--- src/rtl/snn_pkg.sv ---
// Shared spiking-network definitions used by lif_neuron and the stdp weight-update block.
package snn_pkg;
  localparam int SPIKE_CNT_W = 16;
  localparam int W_WIDTH     = 8;

  typedef enum logic [1:0] {
    INTEGRATE  = 2'd0,
    FIRE       = 2'd1,
    REFRACTORY = 2'd2
  } lif_state_t;
endpackage

--- src/rtl/leak_timer.sv ---
// Free-running leak period counter; advances only while run is high and wraps on tick.
module leak_timer #(
  parameter int LEAK_PERIOD = 16
) (
  input  logic clk,
  input  logic reset,
  input  logic run,
  input  logic clear,
  output logic tick
);
  logic [7:0] r_cnt;

  assign tick = run && (r_cnt == 8'(LEAK_PERIOD - 1));

  always_ff @(posedge clk) begin
    if (reset || clear)
      r_cnt <= 8'd0;
    else if (run)
      r_cnt <= tick ? 8'd0 : r_cnt + 8'd1;
  end
endmodule

--- src/rtl/lif_neuron.sv ---
// Leaky integrate-and-fire neuron: weighted spike integration, shift leak, fire and refractory hold.
module lif_neuron
  import snn_pkg::*;
#(
  parameter int WIDTH       = W_WIDTH,
  parameter int THRESHOLD   = 200,
  parameter int LEAK_PERIOD = 16,
  parameter int LEAK_SHIFT  = 3,
  parameter int REFRACT     = 8,
  parameter int V_RESET     = 0
) (
  input  logic                   clk,
  input  logic                   reset,
  input  logic                   enable,
  input  logic                   pre_spike,
  input  logic [WIDTH-1:0]       weight,
  output logic                   post_spike,
  output logic [WIDTH-1:0]       membrane,
  output logic [1:0]             state,
  output logic [SPIKE_CNT_W-1:0] spike_count
);
  localparam int RW    = (REFRACT > 1) ? $clog2(REFRACT) : 1;
  localparam int RLOAD = (REFRACT > 0) ? REFRACT - 1 : 0;

  lif_state_t             r_state, w_state_nxt;
  logic [WIDTH-1:0]       r_membrane;
  logic [RW-1:0]          r_refr;
  logic [SPIKE_CNT_W-1:0] r_spike_count;

  logic             w_run, w_tick, w_fire;
  logic [WIDTH-1:0] w_shr, w_leak, w_vl, w_add;
  logic [WIDTH:0]   w_vc;

  assign w_run = (r_state == INTEGRATE) && enable;

  leak_timer #(.LEAK_PERIOD(LEAK_PERIOD)) u_leak (
    .clk   (clk),
    .reset (reset),
    .run   (w_run),
    .clear (w_fire),
    .tick  (w_tick)
  );

  // Leak is at least 1 while nonzero, so small potentials still decay to 0.
  assign w_shr  = r_membrane >> LEAK_SHIFT;
  assign w_leak = (w_shr == '0 && r_membrane != '0) ? WIDTH'(1) : w_shr;
  assign w_vl   = w_tick ? r_membrane - w_leak : r_membrane;
  assign w_add  = pre_spike ? weight : '0;
  assign w_vc   = {1'b0, w_vl} + {1'b0, w_add};
  assign w_fire = w_run && (w_vc >= (WIDTH+1)'(THRESHOLD));

  always_comb begin
    w_state_nxt = r_state;
    case (r_state)
      INTEGRATE:  if (w_fire) w_state_nxt = FIRE;
      FIRE:       w_state_nxt = (REFRACT == 0) ? INTEGRATE : REFRACTORY;
      REFRACTORY: if (r_refr == '0) w_state_nxt = INTEGRATE;
      default:    w_state_nxt = INTEGRATE;
    endcase
  end

  always_ff @(posedge clk) begin
    if (reset) r_state <= INTEGRATE;
    else       r_state <= w_state_nxt;
  end

  always_ff @(posedge clk) begin
    if (reset) begin
      r_membrane    <= WIDTH'(V_RESET);
      r_refr        <= '0;
      r_spike_count <= '0;
    end else begin
      case (r_state)
        INTEGRATE: begin
          if (w_run) r_membrane <= w_fire ? WIDTH'(V_RESET) : w_vc[WIDTH-1:0];
          if (w_fire && r_spike_count != '1)
            r_spike_count <= r_spike_count + SPIKE_CNT_W'(1);
        end
        FIRE: begin
          r_refr     <= RW'(RLOAD);
          r_membrane <= WIDTH'(V_RESET);
        end
        REFRACTORY: begin
          if (r_refr != '0) r_refr <= r_refr - RW'(1);
          r_membrane <= WIDTH'(V_RESET);
        end
        default: r_membrane <= r_membrane;
      endcase
    end
  end

  assign post_spike  = (r_state == FIRE);
  assign membrane    = r_membrane;
  assign state       = r_state;
  assign spike_count = r_spike_count;
endmodule

--- config.mk ---
export PLATFORM = sky130hd
export DESIGN_NAME = lif_neuron
export DESIGN_NICKNAME = d
export VERILOG_FILES = /design/src/rtl/snn_pkg.sv /design/src/rtl/leak_timer.sv /design/src/rtl/lif_neuron.sv
export SDC_FILE = /design/constraint.sdc
export NUM_CORES = 1
export LEC_CHECK = 0
export CORE_ASPECT_RATIO = 1.4
export CORE_MARGIN = 2
export CORE_UTILIZATION = 40
export DETAILED_ROUTE_END_ITERATION = 8
export DONT_BUFFER_PORTS = 1
export PLACE_DENSITY_LB_ADDON = 0.1
export SLEW_MARGIN = 20
export SYNTH_ARGS = -nofsm -noshare
export SYNTH_HDL_FRONTEND = slang
export SYNTH_SLANG_ARGS = --single-unit
--- constraint.sdc ---
create_clock -name clk -period 6.3 [get_ports clk]
set_input_delay 0.945 -clock clk [delete_from_list [all_inputs] [get_ports clk]]
set_output_delay 0.945 -clock clk [all_outputs]
set_load 0.05 [all_outputs]
# --- Word-level counts from Yosys, hierarchy flattened ---
# Cells that the tools add are included.
op_classes:
  add_sub_neg: 5
  magnitude_cmp: 1
  n_eq_ne: 8
  n_mux: 12
  n_reduce_logical: 18
op_table:
  columns: ["cell", "n"]
  rows:
  - ["$mux 8", 5]
  - ["$add 16x1->16 const B", 1]
  - ["$ne 16x16->1 const B", 1]
  - ["$pmux 8 s2", 1]
  - ["$add 8x8->9", 1]
  - ["$ge 9x8->1 const B", 1]
  - ["$add 8x1->8 const B", 1]
  - ["$eq 8x4->1 const B", 1]
  - ["$logic_not 8->1", 1]
  - ["$reduce_and 2->1", 4]
  - ["$reduce_bool 8->1", 1]
  - ["$sub 8x5->8", 1]
  - ["$pmux 2 s3", 1]
  - ["$pmux 3 s2", 1]
  - ["$logic_and 1x1->1", 5]
  - ["$mux 5", 1]
  - ["$mux 2", 2]
  - ["$ne 2x1->1 const B", 2]
  - ["$ne 2x2->1 const B", 2]
  - ["$reduce_bool 2->1", 2]
  - ["$logic_not 3->1", 1]
  - ["$mux 3", 1]
  - ["$reduce_bool 3->1", 1]
  - ["$sub 3x1->3 const B", 1]
  - ["other kinds (5)", 5]
totals:
  ff_bits: 37
  input_bits: 12
  out_inout_bits: 27
  wordCells: 49

# --- Logic depth before layout (Yosys ltp) ---
# Gate-level depths: netlist (run 1).
depth:
  depth_word: 11
  ltp_mapped: 22

# --- Hierarchy ---
# From an unflattened synthesis (run 1), not the netlist that was laid out.
unflattened:
  cells_unflattened: 322
  area_unflattened_um2: 2613.8
modules_own_cells:
  columns: ["module", "instances", "cells_each", "area_per_inst_um2"]
  rows:
  - ["lif_neuron", 1, 281, 2243.4]
  - ["leak_timer", 1, 41, 370.4]

# --- Least setup slack after synthesis (run 1) ---
# OpenSTA, ideal clock, no wires.
synth_path:
  kind: "input -> register"
  from: "input enable"
  to: "register r_spike_count[15], in the netlist spike_count[15]"
  arrival_ps: 4369
  required_ps: 6177
  setup_slack_ps: 1808
  cell_stages: 16
  n_path_buf: 2
  cell_sequence: "and2_1 -> buf_2 -> nand4_1 -> or3_1 -> clkbuf_1 -> nand2_1 -> o21ai_0 -> ha_1 -> fa_1 -> a211oi_2 -> o21ai_1 -> a211oi_2 -> a31oi_4 -> nor4_2 -> nand3_1 -> mux2_1"
synth_between:
  elab_chain_len: 8
synth_rtl:
  columns: ["element", "line", "rtl"]
  rows:
  - ["start: declaration", "lif_neuron.sv:14", "input logic enable,"]
  - ["$logic_and 1x1->1 *", "lif_neuron.sv:34", "assign w_run = (r_state == INTEGRATE) && enable;"]
  - ["$logic_and 1x1->1", "leak_timer.sv:13", "assign tick = run && (r_cnt == 8'(LEAK_PERIOD - 1));"]
  - ["$mux 8", "lif_neuron.sv:47", "assign w_vl = w_tick ? r_membrane - w_leak : r_membrane;"]
  - ["$add 8x8->9", "lif_neuron.sv:49", "assign w_vc = {1'b0, w_vl} + {1'b0, w_add};"]
  - ["$ge 9x8->1", "lif_neuron.sv:50", "assign w_fire = w_run && (w_vc >= (WIDTH+1)'(THRESHOLD));"]
  - ["$logic_and 1x1->1 *", "lif_neuron.sv:50", null]
  - ["$logic_and 1x1->1 *", "lif_neuron.sv:76", "if (w_fire && r_spike_count != '1)"]
  - ["$reduce_and 2->1 (no line) *", null, null]
  - ["end signal: assignment", "lif_neuron.sv:77", "r_spike_count <= r_spike_count + SPIKE_CNT_W'(1);"]
  - ["end: declaration", "lif_neuron.sv:28", "logic [SPIKE_CNT_W-1:0] r_spike_count;"]
# Mark *: on every way between the ends. The rest lies on a longest branch, timed or not.
# A chain may end at the register's enable or synchronous reset.

# --- Final worst setup path (run 1) ---
layout_path:
  from: "register r_state[1], in the netlist state[1]"
  to: "register r_spike_count[11], in the netlist spike_count[11]"
layout_between:
  elab_chain_len: 9
layout_rtl:
  columns: ["element", "line", "rtl"]
  rows:
  - ["start: declaration", "lif_neuron.sv:25", "lif_state_t r_state, w_state_nxt;"]
  - ["start signal: assignment", "lif_neuron.sv:64", "else r_state <= w_state_nxt;"]
  - ["$logic_not 2->1 *", "lif_neuron.sv:34, lif_neuron.sv:73", null]
  - ["$logic_and 1x1->1", "lif_neuron.sv:34", null]
  - ["$logic_and 1x1->1", "leak_timer.sv:13", null]
  - ["$mux 8", "lif_neuron.sv:47", null]
  - ["$add 8x8->9", "lif_neuron.sv:49", null]
  - ["$ge 9x8->1", "lif_neuron.sv:50", null]
  - ["$logic_and 1x1->1", "lif_neuron.sv:50", null]
  - ["$logic_and 1x1->1", "lif_neuron.sv:76", null]
  - ["$reduce_and 2->1 (no line) *", null, null]
# Marks and branches as above.

==> flow_metrics.py, run 1 <==
metrics = {
    "outcome": {
        "run_status": "completed",
    },
    "clock_tree": {
        "hold_buffers": 0,
        "cts-root-buf": "clkbuf_8",
        "cts.repair.resized": 0,
        "htreeDepth": 2,
        "cts_tree": "done",
        "worstSkewPairLatency_ns": 0.29,
        "path_clk_slew_ns": 0.08,
        "cts_setup_buffers": 0,
        "clock_sinks": 37,
        "cts_made_buffers": 5,
        "clockBufferDepth": 2,
    },
    "route": {
        "ant_nets": 0,
        "avgViaCountPerCell": 5.49,
        "drc": 0,
        "wl_per_cell_um": 15.1,
        "drt_iter0_markers": 42,
        "wirelength_mm": 5.80,
        "dr_total_vias": 2101,
        "first_pass_iters": 4,
    },
    "placed_design": {
        "place.gp.congestion": 0.773,
        "hpwl_mm": 4.51,
        "io_buffers": 0,
    },
    "sta": {
        "slew_violations": 0,
        "tightest_slew_ns": 0.979,
        "fmax_ghz": 0.185,
        "grt_setup_unrepaired": "false",
        "hold_viol": 0,
        "slew_headroom_pct": 34.3,
        "fin_worst_skew_ns": 0.00741,
        "fin_crit_ns": 5.39,
        "tns_ns": 0,
        "setup_viol": 0,
        "fin_crit_sh_pct": 85.6,
    },
    "finish": {
        "final_nets": 344,
        "layout_common_cells": "nor2_1 (38), dfxtp_1 (37), nand2_1 (29)",
        "nFillCells": 655,
        "diodes": 0,
        "drive_gt1_share_pct": 9.65,
        "syn_to_final_growth_pct": 4.87,
        "utilization_pct": 43.6,
        "layout_commonest_cell": "nor2_1",
    },
    "power": {
        "intPower_mw": 0.411,
        "seqPwrFrac_pct": 44.0,
        "p_sw_share_pct": 34.5,
        "fin_total_pwr_mw": 0.627,
        "p_clk_share_pct": 29.6,
        "p_sw_mw": 0.217,
        "leakagePower_nw": 1.00,
        "ir_drop_v": 0.000142,
        "power_density_nw_per_um2": 230,
        "pwr-share-comb_pct": 26.4,
    },
    "worst_hold_path": {
        "worstHoldStart": "r_refr[0]$_SDFFE_PP0P_",
        "hp-class": "flip-flop to flip-flop",
    },
    "worst_setup_path": {
        "worst_setup_path_start_kind": "flip-flop",
        "worstPathRequired_ns": 6.47,
        "path_cells": "inv_1 > ha_1 > and2_1 > nand4_1 > or3_1 > a2111oi_0 > xnor2_1 > ha_1 > inv_1 > nor2_1 > a221o_1 > a211o_1 > a31oi_4 > nor3_1 > and2_1 > mux2_1",
        "cp-end-kind": "flip-flop",
        "critPathMaxFanout": 22,
        "regToRegStartpoint": "state[1]$_SDFFE_PP0P_",
        "max_stage_delay_ns": 0.60,
        "critPathArrivalTime_ns": 5.57,
        "worst-setup-path-type": "flip-flop to flip-flop",
        "cp_slowest_cell": "a31oi_4",
        "path_delay_family": "compound AO/OA/AOI/OAI gates",
        "cp_num_buf_inv": 2,
        "cp-startpoint": "state[1]$_SDFFE_PP0P_",
    },
    "yosys": {
        "synth.cell_area_um2": 2600,
        "synth-seq-area-share_pct": 28.5,
        "synthXorXnorAreaFrac_pct": 8.43,
        "yosys.area_share.simple_pct": 29.1,
        "synth_mux_area_share_pct": 2.07,
        "postSynth.asyncResetShare_pct": 0,
        "netlist_top_cells_area": "dfxtp_1 (29%), ha_1 (9.6%), xnor2_1 (7.1%), nor2_1 (5.5%), nand2_1 (4.2%)",
        "synthFlopType": "dfxtp_1",
        "syn-num-nets": 348,
        "yosys_warnings": 0,
        "synth-compound-area-share_pct": 16.0,
        "synth-edff-count": 0,
        "synthAdderAreaFrac_pct": 11.2,
        "syn_area_per_cell_um2": 8.27,
        "synth_top_cell_area_share_pct": 28.5,
        "yosysTopAreaCell": "dfxtp_1",
        "synth_cell_types": 51,
        "synth-seq-cells": 37,
        "synth_top_family_by_area": "simple AND/OR/NAND/NOR gates",
        "synth_cells": 314,
    },
    "job": {
        "maxCapViolations": 0,
    },
    "floorplan": {
        "fp.dieW_um": 72.1,
        "die_y_um": 99.3,
        "initial_utilization_pct": 41.5,
        "core.rowCount": 34,
        "core_area_um2": 6250,
        "fp.dieArea_um2": 7160,
        "ios": 39,
    },
    "global_routing": {
        "grt_max_degree": 33,
        "grt_usage_pct": 17.2,
        "grt_pass1_wl_mm": 9.81,
        "grt_antenna_before_repair": 0,
        "overflow": 0,
        "grt_pass1_vias": 2143,
    },
}
[logic make-up (layout without fill, tap and decap cells)]
kind of cell    Yosys count  in the layout
flops                    37             37
fa+ha+maj                22             22
compound gates           59             59
simple gates            141            141
mux                       5              5
xor+xnor                 25             25
buf+inv                  25             22
[flip-flops by register name (all words and copies together), names as in the netlist]
signal,count
membrane,8
r_refr,3
spike_count,16
state,2
u_leak.r_cnt,8
[per-layer routing]
layer	wire length, um	track usage (%)	part of all wire [%]
met5	0	0	0
met4	112	6.82	1.9
met3	258	3.95	4.4
met2	3120	31.8	54
met1	2320	18.4	40
[path summary, 6_finish.rpt]
check / endpoint / cells past startpoint / slack (ns)
setup / recovery: spike_count[11]$_SDFFE_PP0P_ / 16 / 0.91
hold / removal: r_refr[0]$_SDFFE_PP0P_ / 1 / 0.44
setup reg to reg: spike_count[11]$_SDFFE_PP0P_ / 16 / 0.91
hold reg to reg: r_refr[0]$_SDFFE_PP0P_ / 1 / 0.44
[synthesized netlist by cell type, types with 2 or more instances]
| library cell | count |
|---|---|
| o21a_1 | 3 |
| fa_1 | 2 |
| nand2b_1 | 3 |
| or2_1 | 2 |
| o21ai_1 | 4 |
| a21o_1 | 4 |
| o21ai_0 | 13 |
| mux2_1 | 2 |
| and3_1 | 3 |
| ha_1 | 20 |
| buf_6 | 3 |
| a21oi_1 | 12 |
| a22o_1 | 4 |
| nor2b_1 | 7 |
| nand2_1 | 29 |
| nor2_2 | 5 |
| xnor2_1 | 21 |
| buf_2 | 4 |
| nor2_1 | 38 |
| mux2i_1 | 2 |
| a211oi_1 | 2 |
| nor3_1 | 11 |
| clkbuf_1 | 5 |
| nor4_2 | 6 |
| inv_1 | 13 |
| or3_1 | 2 |
| nand4b_1 | 3 |
| and4_1 | 2 |
| a21oi_2 | 2 |
| nand3_1 | 8 |
| xor2_1 | 4 |
| nand4_1 | 5 |
| a211o_1 | 2 |
| a211oi_2 | 3 |
| dfxtp_1 | 37 |
| nor3b_1 | 2 |
| and2_1 | 12 |
[power groups by stage]
stage / clock network [mW] / registers [mW] / logic (mW)
global placement: 0 / 0.282 / 0.168
CTS: 0.192 / 0.276 / 0.168
global route: 0.200 / 0.278 / 0.189
detailed placement: 0 / 0.282 / 0.167
floorplan: 0 / 0.280 / 0.141
finish: 0.186 / 0.276 / 0.165
[cell type report]
| type | instances | area [um2] | share of cell area (%) |
|---|---|---|---|
| multi-input combinational | 252 | 1740 | 63.7 |
| sequential | 37 | 741 | 27.2 |
| clock buffer | 7 | 96.3 | 3.54 |
| tap | 72 | 90.1 | 3.31 |
| inverter | 13 | 48.8 | 1.79 |
| timing repair buffer | 1 | 7.51 | 0.276 |
| clock inverter | 1 | 5.00 | 0.184 |
[metrics by stage]
| step | worst slack (ns) | cells | hold WS [ns] | instance area, um2 |
|---|---|---|---|---|
| 2_1_floorplan | 1.81 | 314 | 0.411 | 2600 |
| 3_3_place_gp | 1.02 | 375 | 0.422 | 2620 |
| 3_5_place_dp | 0.893 | 375 | 0.439 | 2620 |
| 4_1_cts | 0.888 | 383 | 0.450 | 2720 |
| 5_1_grt | 0.522 | 383 | 0.465 | 2720 |
| 6_report | 0.909 | 383 | 0.442 | 2720 |
Note: power is estimated with default switching activity, not from simulation.
==> inputs of run 2 (changes only) <==
--- a/config.mk
+++ b/config.mk
@@ -5,6 +5,7 @@
 export SDC_FILE = /design/constraint.sdc
 export NUM_CORES = 1
 export LEC_CHECK = 0
+export ABC_CLOCK_PERIOD_IN_PS = 6300
 export CORE_ASPECT_RATIO = 1.4
 export CORE_MARGIN = 2
 export CORE_UTILIZATION = 40
==> results of run 2 <==
Same layout as run 1: the final DEF is identical, and so are final timing and power.
